File: src/rtl/an_grid_decoder_stream_if.sv
// Stream handshake bundle for the AN-code grid decoder.
// The slave modport is the decoder side and the master modport is the producer/consumer side.
interface an_grid_decoder_stream_if #(
    parameter int CW_W  = 18,
    parameter int MSG_W = 13
);
    logic             in_valid;
    logic             in_ready;
    logic [CW_W-1:0]  in_cw;
    logic             out_valid;
    logic             out_ready;
    logic [MSG_W-1:0] out_msg;
    logic             out_fixed;
    logic             out_last;
    logic [1:0]       grid_status;

    modport slave (
        input  in_valid, in_cw, out_ready,
        output in_ready, out_valid, out_msg, out_fixed, out_last, grid_status
    );

    modport master (
        output in_valid, in_cw, out_ready,
        input  in_ready, out_valid, out_msg, out_fixed, out_last, grid_status
    );
endinterface

File: src/rtl/an_grid_decoder_stream.sv
// Streaming AN-code grid decoder: buffer a ROWS x COLS grid, locate and correct single-bit errors, stream messages.
// Optional macro ANGRID_MULTI_FIX_EN also corrects several errored cells that share a single errored row or column.
module an_grid_decoder_stream #(
    parameter int A     = 37,
    parameter int CW_W  = 18,
    parameter int MSG_W = 13,
    parameter int R_W   = 6,
    parameter int ROWS  = 6,
    parameter int COLS  = 6
) (
    input  logic clk,
    input  logic rst_n,
    an_grid_decoder_stream_if.slave bus
);
    localparam int N     = ROWS * COLS;
    localparam int IDX_W = $clog2(N);
    localparam int ROW_W = $clog2(ROWS);
    localparam int COL_W = $clog2(COLS);
    localparam int K_W   = $clog2(CW_W);
    localparam int CNT_W = 5;
    localparam logic [CW_W-1:0] A_CW  = CW_W'(A);
    localparam logic [CW_W:0]   A_EXT = (CW_W+1)'(A);

    // state | meaning
    // LOAD   | accepting grid cells in row-major order
    // DECIDE | classify grid from row/column error flags
    // FIX    | correct one target cell per cycle
    // DRAIN  | stream messages out
    typedef enum logic [1:0] {S_LOAD, S_DECIDE, S_FIX, S_DRAIN} state_t;

    state_t r_state, w_next;

    logic [CW_W-1:0]  r_cw  [N];
    logic [MSG_W-1:0] r_q   [N];
    logic [MSG_W-1:0] r_qc  [N];
    logic [R_W-1:0]   r_res [N];
    logic [N-1:0]     r_err, r_fixed, r_tgt;
    logic [ROWS-1:0]  r_row_err;
    logic [COLS-1:0]  r_col_err;
    logic [IDX_W-1:0] r_idx;
    logic [ROW_W-1:0] r_row;
    logic [COL_W-1:0] r_col;
    logic [1:0]       r_status;

    logic             w_accept, w_idx_last, w_clean, w_fixable, w_use_fix, w_drain;
    logic [CNT_W-1:0] w_nr, w_nc;
    logic [MSG_W-1:0] w_in_q;
    logic [R_W-1:0]   w_in_r;
    logic [IDX_W-1:0] w_tgt;
    logic [N-1:0]     w_tgt_oh;
    logic [CW_W-1:0]  w_cw_t;
    logic [R_W-1:0]   w_r_t;
    logic             w_sub_hit, w_add_hit, w_fix_ok;
    logic [K_W-1:0]   w_k;
    logic [CW_W:0]    w_pk, w_cw_ext, w_corr;
    logic [MSG_W-1:0] w_qc;

    function automatic logic [R_W-1:0] pow_mod(input int k);
        logic [CW_W:0] p;
        p = (CW_W+1)'(1) << k;
        return R_W'(p % A_EXT);
    endfunction

    assign w_accept   = bus.in_valid && (r_state == S_LOAD);
    assign w_idx_last = (r_idx == IDX_W'(N-1));
    assign w_in_q     = MSG_W'(bus.in_cw / A_CW);
    assign w_in_r     = R_W'(bus.in_cw % A_CW);
    assign w_nr       = CNT_W'($countones(r_row_err));
    assign w_nc       = CNT_W'($countones(r_col_err));
    assign w_clean    = (w_nr == '0) && (w_nc == '0);
`ifdef ANGRID_MULTI_FIX_EN
    assign w_fixable  = (w_nr == CNT_W'(1)) || (w_nc == CNT_W'(1));
`else
    assign w_fixable  = (w_nr == CNT_W'(1)) && (w_nc == CNT_W'(1));
`endif

    always_comb begin
        w_tgt    = '0;
        w_tgt_oh = '0;
        for (int i = N-1; i >= 0; i--) begin
            if (r_tgt[i]) w_tgt = IDX_W'(i);
        end
        w_tgt_oh[w_tgt] = 1'b1;
    end

    // Subtractive correction (bit was set by the error) takes priority over additive.
    always_comb begin
        w_cw_t    = r_cw[w_tgt];
        w_r_t     = r_res[w_tgt];
        w_sub_hit = 1'b0;
        w_add_hit = 1'b0;
        w_k       = '0;
        for (int k = 0; k < CW_W; k++) begin
            if (!w_sub_hit && (pow_mod(k) == w_r_t)) begin
                w_sub_hit = 1'b1;
                w_k       = K_W'(k);
            end
        end
        for (int k = 0; k < CW_W; k++) begin
            if (!w_sub_hit && !w_add_hit && ((R_W'(A) - pow_mod(k)) == w_r_t)) begin
                w_add_hit = 1'b1;
                w_k       = K_W'(k);
            end
        end
        w_pk     = (CW_W+1)'(1) << w_k;
        w_cw_ext = {1'b0, w_cw_t};
        w_corr   = w_sub_hit ? (w_cw_ext - w_pk) : (w_cw_ext + w_pk);
        w_fix_ok = (w_sub_hit && (w_cw_ext >= w_pk)) || (w_add_hit && !w_corr[CW_W]);
        w_qc     = MSG_W'(w_corr / A_EXT);
    end

    always_ff @(posedge clk) begin
        if (!rst_n) r_state <= S_LOAD;
        else        r_state <= w_next;
    end

    always_comb begin
        w_next = r_state;
        case (r_state)
            S_LOAD:   if (w_accept && w_idx_last) w_next = S_DECIDE;
            S_DECIDE: w_next = (!w_clean && w_fixable) ? S_FIX : S_DRAIN;
            S_FIX:    if ((r_tgt & ~w_tgt_oh) == '0) w_next = S_DRAIN;
            S_DRAIN:  if (bus.out_ready && w_idx_last) w_next = S_LOAD;
            default:  w_next = S_LOAD;
        endcase
    end

    always_ff @(posedge clk) begin
        if (!rst_n) begin
            r_err     <= '0;
            r_fixed   <= '0;
            r_tgt     <= '0;
            r_row_err <= '0;
            r_col_err <= '0;
            r_idx     <= '0;
            r_row     <= '0;
            r_col     <= '0;
            r_status  <= 2'b00;
        end else begin
            case (r_state)
                S_LOAD: if (w_accept) begin
                    r_cw[r_idx]    <= bus.in_cw;
                    r_q[r_idx]     <= w_in_q;
                    r_res[r_idx]   <= w_in_r;
                    r_err[r_idx]   <= (w_in_r != '0);
                    r_fixed[r_idx] <= 1'b0;
                    if (w_in_r != '0) begin
                        r_row_err[r_row] <= 1'b1;
                        r_col_err[r_col] <= 1'b1;
                    end
                    if (w_idx_last) begin
                        r_idx <= '0;
                        r_row <= '0;
                        r_col <= '0;
                    end else begin
                        r_idx <= r_idx + IDX_W'(1);
                        if (r_col == COL_W'(COLS-1)) begin
                            r_col <= '0;
                            r_row <= r_row + ROW_W'(1);
                        end else begin
                            r_col <= r_col + COL_W'(1);
                        end
                    end
                end
                S_DECIDE: begin
                    if (w_clean) begin
                        r_status <= 2'b00;
                    end else if (w_fixable) begin
                        r_status <= 2'b01;
                        r_tgt    <= r_err;
                    end else begin
                        r_status <= 2'b10;
                    end
                end
                S_FIX: begin
                    r_tgt[w_tgt] <= 1'b0;
                    if (w_fix_ok) begin
                        r_qc[w_tgt]    <= w_qc;
                        r_fixed[w_tgt] <= 1'b1;
                    end else begin
                        r_status <= 2'b10;
                    end
                end
                S_DRAIN: if (bus.out_ready) begin
                    if (w_idx_last) begin
                        r_err     <= '0;
                        r_fixed   <= '0;
                        r_tgt     <= '0;
                        r_row_err <= '0;
                        r_col_err <= '0;
                        r_idx     <= '0;
                        r_status  <= 2'b00;
                    end else begin
                        r_idx <= r_idx + IDX_W'(1);
                    end
                end
                default: ;
            endcase
        end
    end

    // A failed correction anywhere makes the whole grid report raw quotients.
    assign w_drain   = (r_state == S_DRAIN);
    assign w_use_fix = r_fixed[r_idx] && (r_status != 2'b10);

    assign bus.in_ready    = (r_state == S_LOAD);
    assign bus.out_valid   = w_drain;
    assign bus.out_msg     = !w_drain ? '0 : (w_use_fix ? r_qc[r_idx] : r_q[r_idx]);
    assign bus.out_fixed   = w_drain && w_use_fix;
    assign bus.out_last    = w_drain && w_idx_last;
    assign bus.grid_status = (w_drain && w_idx_last) ? r_status : 2'b00;

endmodule

File: src/flat_wrapper.sv
// flat-port wrapper written by rule: the top's interface ports become plain ports
module an_grid_decoder_stream_flat 
#(
    parameter int A     = 37,
    parameter int CW_W  = 18,
    parameter int MSG_W = 13,
    parameter int R_W   = 6,
    parameter int ROWS  = 6,
    parameter int COLS  = 6
)
  (clk, rst_n, bus_in_valid, bus_in_cw, bus_out_ready, bus_in_ready, bus_out_valid, bus_out_msg, bus_out_fixed, bus_out_last, bus_grid_status);
  an_grid_decoder_stream_if #(.CW_W(CW_W), .MSG_W(MSG_W)) bus_i ();
  input  logic clk;
  input  logic rst_n;
  input wire logic [$bits(bus_i.in_valid)-1:0] bus_in_valid;
  input wire logic [$bits(bus_i.in_cw)-1:0] bus_in_cw;
  input wire logic [$bits(bus_i.out_ready)-1:0] bus_out_ready;
  output wire logic [$bits(bus_i.in_ready)-1:0] bus_in_ready;
  output wire logic [$bits(bus_i.out_valid)-1:0] bus_out_valid;
  output wire logic [$bits(bus_i.out_msg)-1:0] bus_out_msg;
  output wire logic [$bits(bus_i.out_fixed)-1:0] bus_out_fixed;
  output wire logic [$bits(bus_i.out_last)-1:0] bus_out_last;
  output wire logic [$bits(bus_i.grid_status)-1:0] bus_grid_status;
  assign bus_i.in_valid = bus_in_valid;
  assign bus_i.in_cw = bus_in_cw;
  assign bus_i.out_ready = bus_out_ready;
  assign bus_in_ready = bus_i.in_ready;
  assign bus_out_valid = bus_i.out_valid;
  assign bus_out_msg = bus_i.out_msg;
  assign bus_out_fixed = bus_i.out_fixed;
  assign bus_out_last = bus_i.out_last;
  assign bus_grid_status = bus_i.grid_status;
  an_grid_decoder_stream #(.A(A), .CW_W(CW_W), .MSG_W(MSG_W), .R_W(R_W), .ROWS(ROWS), .COLS(COLS)) u_core (.clk(clk), .rst_n(rst_n), .bus(bus_i));
endmodule
File: config.mk
export PLATFORM = sky130hd
export DESIGN_NAME = an_grid_decoder_stream_flat
export DESIGN_NICKNAME = d
export VERILOG_FILES = /design/src/rtl/an_grid_decoder_stream_if.sv /design/src/rtl/an_grid_decoder_stream.sv /design/src/flat_wrapper.sv
export SDC_FILE = /design/constraint.sdc
export NUM_CORES = 2
export LEC_CHECK = 0
export BUFFER_PORTS_ARGS = -buffer_cell sky130_fd_sc_hd__buf_4
export CAP_MARGIN = 5
export CORE_AREA = 2 2 313 624
export CTS_CLUSTER_DIAMETER = 50
export DETAILED_ROUTE_END_ITERATION = 7
export DIE_AREA = 0 0 315 626
export PLACE_DENSITY = 0.64
export SETUP_SLACK_MARGIN = 0.15
export SYNTH_ARGS = -nofsm -noshare
export SYNTH_HDL_FRONTEND = slang
export SYNTH_SLANG_ARGS = --single-unit
export TNS_END_PERCENT = 1
File: constraint.sdc
create_clock -name clk -period 25.2 [get_ports clk]
set_clock_uncertainty 0.2 [all_clocks]
set_input_delay 2.52 -clock clk [delete_from_list [all_inputs] [get_ports clk]]
set_output_delay 2.52 -clock clk [all_outputs]
set_load 0.005 [all_outputs]
======== Word-level counts from Yosys, hierarchy flattened ========
Memories as Yosys holds them, arrays and structs flattened. A register that Yosys moved wholly into a read port is not among the register bits.
Index checks and enable logic that the tools add are counted.
cells by class
  add/subtract/negate cells ............... 15
  div/mod/pow operators ................... 3
  order comparisons ....................... 9
  equal/unequal tests ..................... 55
  shifts and indexed selects .............. 1
  mux-type cells .......................... 171
  bitwise operators ....................... 7
  reduce and logical (&&, ||, !) cells .... 123
operator list
  kind                count
  $mux 6              49
  $mux 36             7
  $pmux 36 s3         2
  $mux 5              20
  $eq 5x6->1 const A  16
  $and 36x36->36      2
  $not 36->36         2
  $pmux 36 s2         1
  $logic_and 1x1->1   67
  $mux 1              51
  $eq 4x6->1 const A  8
  $logic_not 1->1     37
  $bwmux 36           1
  $logic_not 36->1    1
  $or 36x36->36       1
  $pmux 6 s2          3
  $mux 4              8
  $eq 6x6->1 const A  5
  $mux 13             2
  $eq 3x6->1 const A  4
  $mux 3              8
  $mux 2              11
  $add 5x5->5         4
  $add 18x19->19      1
  other kinds (39)    73
word-level totals
  register bits ........................... 136
  RAM bits ................................ 1800
  input bits .............................. 22
  output and inout bits ................... 19
  word-level logic and storage cells ...... 398
  memories kept ........................... 4
memories
  name          words  width  rd ports  clocked after Yosys merged registers in  write ports  line                          text
  u_core.r_cw   36     18     1         0                                        1            an_grid_decoder_stream.sv:33  logic [CW_W-1:0] r_cw [N];
  u_core.r_q    36     13     1         1                                        1            an_grid_decoder_stream.sv:34  logic [MSG_W-1:0] r_q [N];
  u_core.r_qc   36     13     1         1                                        1            an_grid_decoder_stream.sv:35  logic [MSG_W-1:0] r_qc [N];
  u_core.r_res  36     6      1         0                                        1            an_grid_decoder_stream.sv:36  logic [R_W-1:0] r_res [N];

======== Longest topological paths before layout ========
An unclocked memory read counts as a cell.
  depth in word-level cells ............... 171
  mapped depth ............................ 87
  depth with buffers taken out ............ 78

======== Worst setup path after synthesis ========
Ideal clock, no wire load.
  path type ............................... reg2reg
  start ................................... register u_core.r_tgt[20]
  end ..................................... memory u_core.r_qc[0][0], data pin
  setup time .............................. 0.285 ns
  arrival time ............................ 19.336 ns
  data required time ...................... 24.715 ns
  slack ................................... 5.379 ns
  cell stages (with the launch flop) ...... 79
  path buffers ............................ 9
  clock period less this slack ............ 19.821 ns
  path through ............................ dfxtp_1 > nor2_1 > o31ai_1 > a2111oi_4 > a21o_1 > buf_2 > buf_6 > buf_6 > buf_2 > mux2i_1 > o221ai_1 > a22oi_1 > o211ai_1 > nor3_2 > clkbuf_1 > o21ai_0 > a32oi_1 > nor2_1 > [... 43 more ...] > a32oi_2 > buf_4 > xnor2_1 > inv_1 > ha_1 > a31oi_1 > maj3_1 > nor2_1 > nor2_1 > a21o_1 > and2_1 > buf_4 > xnor2_2 > nor2_1 > nor2_1 > nor2_1 > o21ai_0 > a2111o_1
on the way
  word-level cells in the longest chain between the ends .. 150
  elaborated cells on any way between the ends .. 221
  classes of those cells .................. add/sub: 2; div: 1; eq/ne: 36; shift: 1; mux: 92; reduce/logical: 87; memory: 2
RTL lines
  what                                                     line                           text
  start: declaration                                       an_grid_decoder_stream.sv:37   logic [N-1:0] r_err, r_fixed, r_tgt;
  start signal: assignment                                 an_grid_decoder_stream.sv:170  r_tgt <= r_err;
  $mux 6 * (21 in series)                                  an_grid_decoder_stream.sv:81   if (r_tgt[i]) w_tgt = IDX_W'(i);
  $mem_v2 36x6                                             -
  $eq 1x6->1                                               an_grid_decoder_stream.sv:94   if (!w_sub_hit && (pow_mod(k) == w_r_t)) begin
  $mux 1                                                   an_grid_decoder_stream.sv:94
  $logic_not 1->1                                          an_grid_decoder_stream.sv:94
  $logic_and 1x1->1                                        an_grid_decoder_stream.sv:94
  $mux 1                                                   an_grid_decoder_stream.sv:94
  $logic_not 1->1                                          an_grid_decoder_stream.sv:94
  [... 114 more ...]                                       -
  $logic_not 1->1                                          an_grid_decoder_stream.sv:100  if (!w_sub_hit && !w_add_hit && ((R_W'(A) - pow_mod(k)) == w_r_t)) begin
  $logic_and 1x1->1 (2 in series)                          an_grid_decoder_stream.sv:100
  $mux 5                                                   an_grid_decoder_stream.sv:100
  $shl 1x5->19                                             an_grid_decoder_stream.sv:105  w_pk = (CW_W+1)'(1) << w_k;
  $add 18x19->19 / $sub 18x19->19 (equally long branches)  an_grid_decoder_stream.sv:107  w_corr = w_sub_hit ? (w_cw_ext - w_pk) : (w_cw_ext + w_pk);
  $mux 19 *                                                an_grid_decoder_stream.sv:107
  $div 19x6->19 *                                          an_grid_decoder_stream.sv:109  w_qc = MSG_W'(w_corr / A_EXT);
  named net u_core.w_qc[0]                                 an_grid_decoder_stream.sv:56   logic [MSG_W-1:0] w_qc;
  end: declaration                                         an_grid_decoder_stream.sv:35
Mark *: on every way through the listed nets, which the timed path passes. The rest lies on a longest branch.

======== Worst setup path in the final report ========
  start ................................... register u_core.r_tgt[28]
  end ..................................... memory u_core.r_qc[34][0], data pin
on the way
  word-level cells in the longest chain between the ends .. 158
  elaborated cells on any way between the ends .. 229
  classes of those cells .................. add/sub: 2; div: 1; eq/ne: 36; shift: 1; mux: 100; reduce/logical: 87; memory: 2
RTL lines
  what                                                     line
  $mux 6 * (29 in series)                                  an_grid_decoder_stream.sv:81
  $mem_v2 36x6                                             -
  $eq 1x6->1                                               an_grid_decoder_stream.sv:94
  $mux 1                                                   an_grid_decoder_stream.sv:94
  $logic_not 1->1                                          an_grid_decoder_stream.sv:94
  $logic_and 1x1->1                                        an_grid_decoder_stream.sv:94
  $mux 1                                                   an_grid_decoder_stream.sv:94
  $logic_not 1->1                                          an_grid_decoder_stream.sv:94
  [... 114 more ...]                                       -
  $logic_not 1->1                                          an_grid_decoder_stream.sv:100
  $logic_and 1x1->1 (2 in series)                          an_grid_decoder_stream.sv:100
  $mux 5                                                   an_grid_decoder_stream.sv:100
  $shl 1x5->19                                             an_grid_decoder_stream.sv:105
  $add 18x19->19 / $sub 18x19->19 (equally long branches)  an_grid_decoder_stream.sv:107
  $mux 19 *                                                an_grid_decoder_stream.sv:107
  $div 19x6->19 *                                          an_grid_decoder_stream.sv:109
  named net u_core.w_qc[0]                                 an_grid_decoder_stream.sv:56
Marks and branches as above.

==> impl_results.md <==
- Outcome: complete, no violations
- Max clock buf depth: 4
- Synth area leaders: edfxtp_1, mux4_2, dfxtp_1
- H-Tree Depth: 4
- Slowest cell on crit path: nand2b_4
- Port bufs: 40
- Routed WL: about 290 mm
- Die width: ~320 um
- Main synth FF type: edfxtp_1
- Leading area contributor after synthesis: edfxtp_1
- Tot GR Track Use: 0.293
- Congestion Overflow GR: 0
- Top routing layer used: met5
- Total nets after synthesis: 6322
- Initial antenna violation count: 6
- FMAX: around 43 MHz
- Compound-Gate Fraction of Synth Area: 0.112
- Crit end category: flip-flop
- Sink Count: 1942
- Final count of negative-setup-slack endpoints: 0
- Setup Crit Path Kind: reg2reg
- Largest net degree at the start of global routing: roughly 110
- Met2 wire len: 154 mm
- Req. time, crit path: approximately 25000 ps
- CP most frequent cell: nor2_1
- EDFF count, synth: 1800
- Largest family of logic cells by synthesized area: compound AO/OA/AOI/OAI gates
- Simple-Gate Fraction of Synth Area: 0.0918
- HPWL after DPL: between 150 and 200 mm
- Path type of the worst min-delay path: reg2reg
- Clk root buf: clkbuf_16
- Worst slew margin: 0.0493
- Max Fanout on Critical Path: 64
- Die ar.: 0.197 mm^2
- Post-route cell area: roughly 0.096 mm^2
- Data arrival, critical path: between 20000 and 25000 ps
- Total core area: about 0.19 mm^2
- Placed cell count: 8654
- Mean Syn Cell Area: 13.8 um^2
- CP startpoint kind: flip-flop
- Mapped Cells: roughly 6200
- Final period utilization: 0.931
- Met3 routed WL: around 20 mm
- Worst-skew pair later-pin latency: between 800 and 900 ps
- Post-synthesis adder-cell area fraction: 0.0107
- Hold Slack: 272 ps
- Xor-xnor portion of the synthesized cell area: 0.00939
- Flops & latches, synth: roughly 2000
- FFs w/ async S/R, synth: 0
- Final GP Congestion: about 0.94
- Fin. max-slew vios: 0
- Clock transition at the registers of the reported paths: approximately 70 ps
- Vias per cell: 6.47
- Num rows: 228
- Starting density of the core: 0.448
- Post-synthesis mux area share: 0.0939
- Per-cell routed wire length: ~33 um
- Sequential area share after synthesis: 0.660
- Synth warnings: 0
- Largest stage delay, worst path: slightly above 800 ps
- Number of distinct library cells after synthesis: 120
- Post-route DRC violation count: 0
- DIE HEIGHT: between 600 and 700 um
- Drt pass-1 iters: 8
- # IOs: slightly above 40
- First-pass GRT wire length: about 410 mm
- Violation count after the first detailed-route iteration: 6351
- Post-layout minimum cycle time: roughly 23000 ps
- Fraction of layout cells with a size suffix above 1: 0.153
- Total Neg Setup Slack: 0 ps
- CTS Buf Count: about 170
- CTS tree: done
- Non-filler instance count after layout: about 9000
- RSZ-0062 raised after global routing: no
- Share of the synthesized area in the top cell type: 0.627
- DR vias: between 50000 and 60000
- Worst-margin pin slew: about 1400 ps
- Post-Place Cell Area: 0.0905 mm^2
- Routed metal-1 wire length: roughly 90 mm
- Area of the mapped netlist: about 0.086 mm^2
- Final #Nets: 6380
- Synthesis-to-layout area growth: 11.1%
- Vias in the first global route: 58050
- Fin. Hold Viols: 0
- Routed Antenna Nets: 0
- Max-Cap Viols: 0
synthesized netlist by cell type, types with 20 or more instances:
cell type / n
a211oi_1: 48
nand2_1: 704
o221ai_1: 22
mux2i_1: 121
a21oi_1: 349
o211ai_1: 86
nor2_1: 469
mux2_2: 20
o22ai_1: 97
edfxtp_1: 1800
o21ai_0: 268
a22oi_1: 64
xnor2_1: 64
a221oi_1: 37
dfxtp_1: 142
or3_1: 42
a21o_1: 35
o31ai_1: 37
ha_1: 58
clkbuf_1: 275
a32oi_1: 27
and2_1: 32
nand4_1: 42
nor4_1: 28
buf_2: 29
a31oi_1: 96
nand2b_1: 21
nand3_1: 196
and3_1: 20
mux4_2: 293
xor2_1: 21
inv_1: 123
nor3_1: 96
buf_1: 60
worst max-delay path, delay by kind of cell (launching register included):
kind / cells / cell delay (ps)
buffers and inverters: 7 / 2160
and+or+nand+nor: 22 / 7700
AOI/OAI and AO/OA: 38 / 10220
muxes: 1 / 170
adders and majority gates: 5 / 1570
xor gates and xnor gates: 2 / 480
DFF: 1 / 380
cell families (layout without fill, tap and decap cells):
logic type,count (synthesis),after routing
flops,1942,1942
simple gates,1764,1764
compound gates,1434,1434
buf+inv,497,677
mux,439,439
xor+xnor,89,89
fa+ha+maj,71,71
other cells,0,4
what timing repair did:
action,CTS,global route
endpoints found under the setup margin,0,36
gates resized for setup,0,4
buffers inserted,0,0
hold buffers,0,0
cells in the final DEF, fill, tap and decap left out, types with 22 or more instances in the layout:
cell type,count
a21o_1,33
nand4_1,42
nor2_4,38
nor2_1,430
a31oi_1,95
edfxtp_1,1800
clkbuf_16,171
clkinv_2,25
nand3_1,196
o31ai_1,37
o21ai_0,266
nor3_1,80
clkbuf_1,39
inv_1,122
mux4_2,293
ha_1,57
a221oi_1,37
a22oi_1,64
or3_1,42
dfxtp_1,136
and2_1,32
buf_4,255
o211ai_1,86
a21oi_1,343
xnor2_1,63
mux2i_1,120
nor4_1,24
a211oi_1,47
nand2_1,703
o22ai_1,96
o221ai_1,22
a32oi_1,27
registers in the layout, summed over array words and instances (netlist names), named ones only:
name	flops
u_core.r_col	3
u_core.r_col_err	6
u_core.r_cw	648
u_core.r_err	36
u_core.r_fixed	36
u_core.r_idx	6
u_core.r_q	468
u_core.r_qc	468
u_core.r_res	216
u_core.r_row	3
u_core.r_row_err	6
u_core.r_state	2
u_core.r_status	2
u_core.r_tgt	36
cell type report:
cell class / count / area [um^2]
clock inverter: 80 / 797
fill: 16294 / 96800
sequential: 1942 / 56900
multi-input combinational: 3797 / 27900
tap: 2530 / 3170
inverter: 126 / 473
clock buffer: 212 / 4450
timing repair buffer: 259 / 1990
antenna: 4 / 10.0
per-stage QoR:
| step | utilization | worst slack, ps |
|---|---|---|
| floorplan | - | 5380 |
| global placement | 0.470 | 1920 |
| detailed placement | 0.470 | 1630 |
| CTS | 0.497 | 1510 |
| global route | 0.497 | 324 |
| finish | 0.497 | 1740 |
layer usage:
layer | GRT usage | vias to the layer above
met1 | 0.301 | 29505
met3 | 0.0400 | 1042
met5 | 0 | -
li1 | - | 24457
met2 | 0.532 | 2937
met4 | 0.224 | 6
final timing paths:
kind                                                       start                                to  slack (ps)  cells past startpoint
worst max register to register     u_core.r_tgt[28]$_SDFFE_PN0P_      u_core.r_qc[34][0]$_DFFE_PP_        1740                     75
worst max-delay path               u_core.r_tgt[28]$_SDFFE_PN0P_      u_core.r_qc[34][0]$_DFFE_PP_        1740                     75
worst min register to register  u_core.r_row_err[1]$_SDFFE_PN0P_  u_core.r_row_err[1]$_SDFFE_PN0P_         270                      2
worst min-delay path            u_core.r_row_err[1]$_SDFFE_PN0P_  u_core.r_row_err[1]$_SDFFE_PN0P_         270                      2
Power is left out: the tool's default activity adds up to more than one toggle a clock period on the data nets, which glitch-free logic cannot reach.
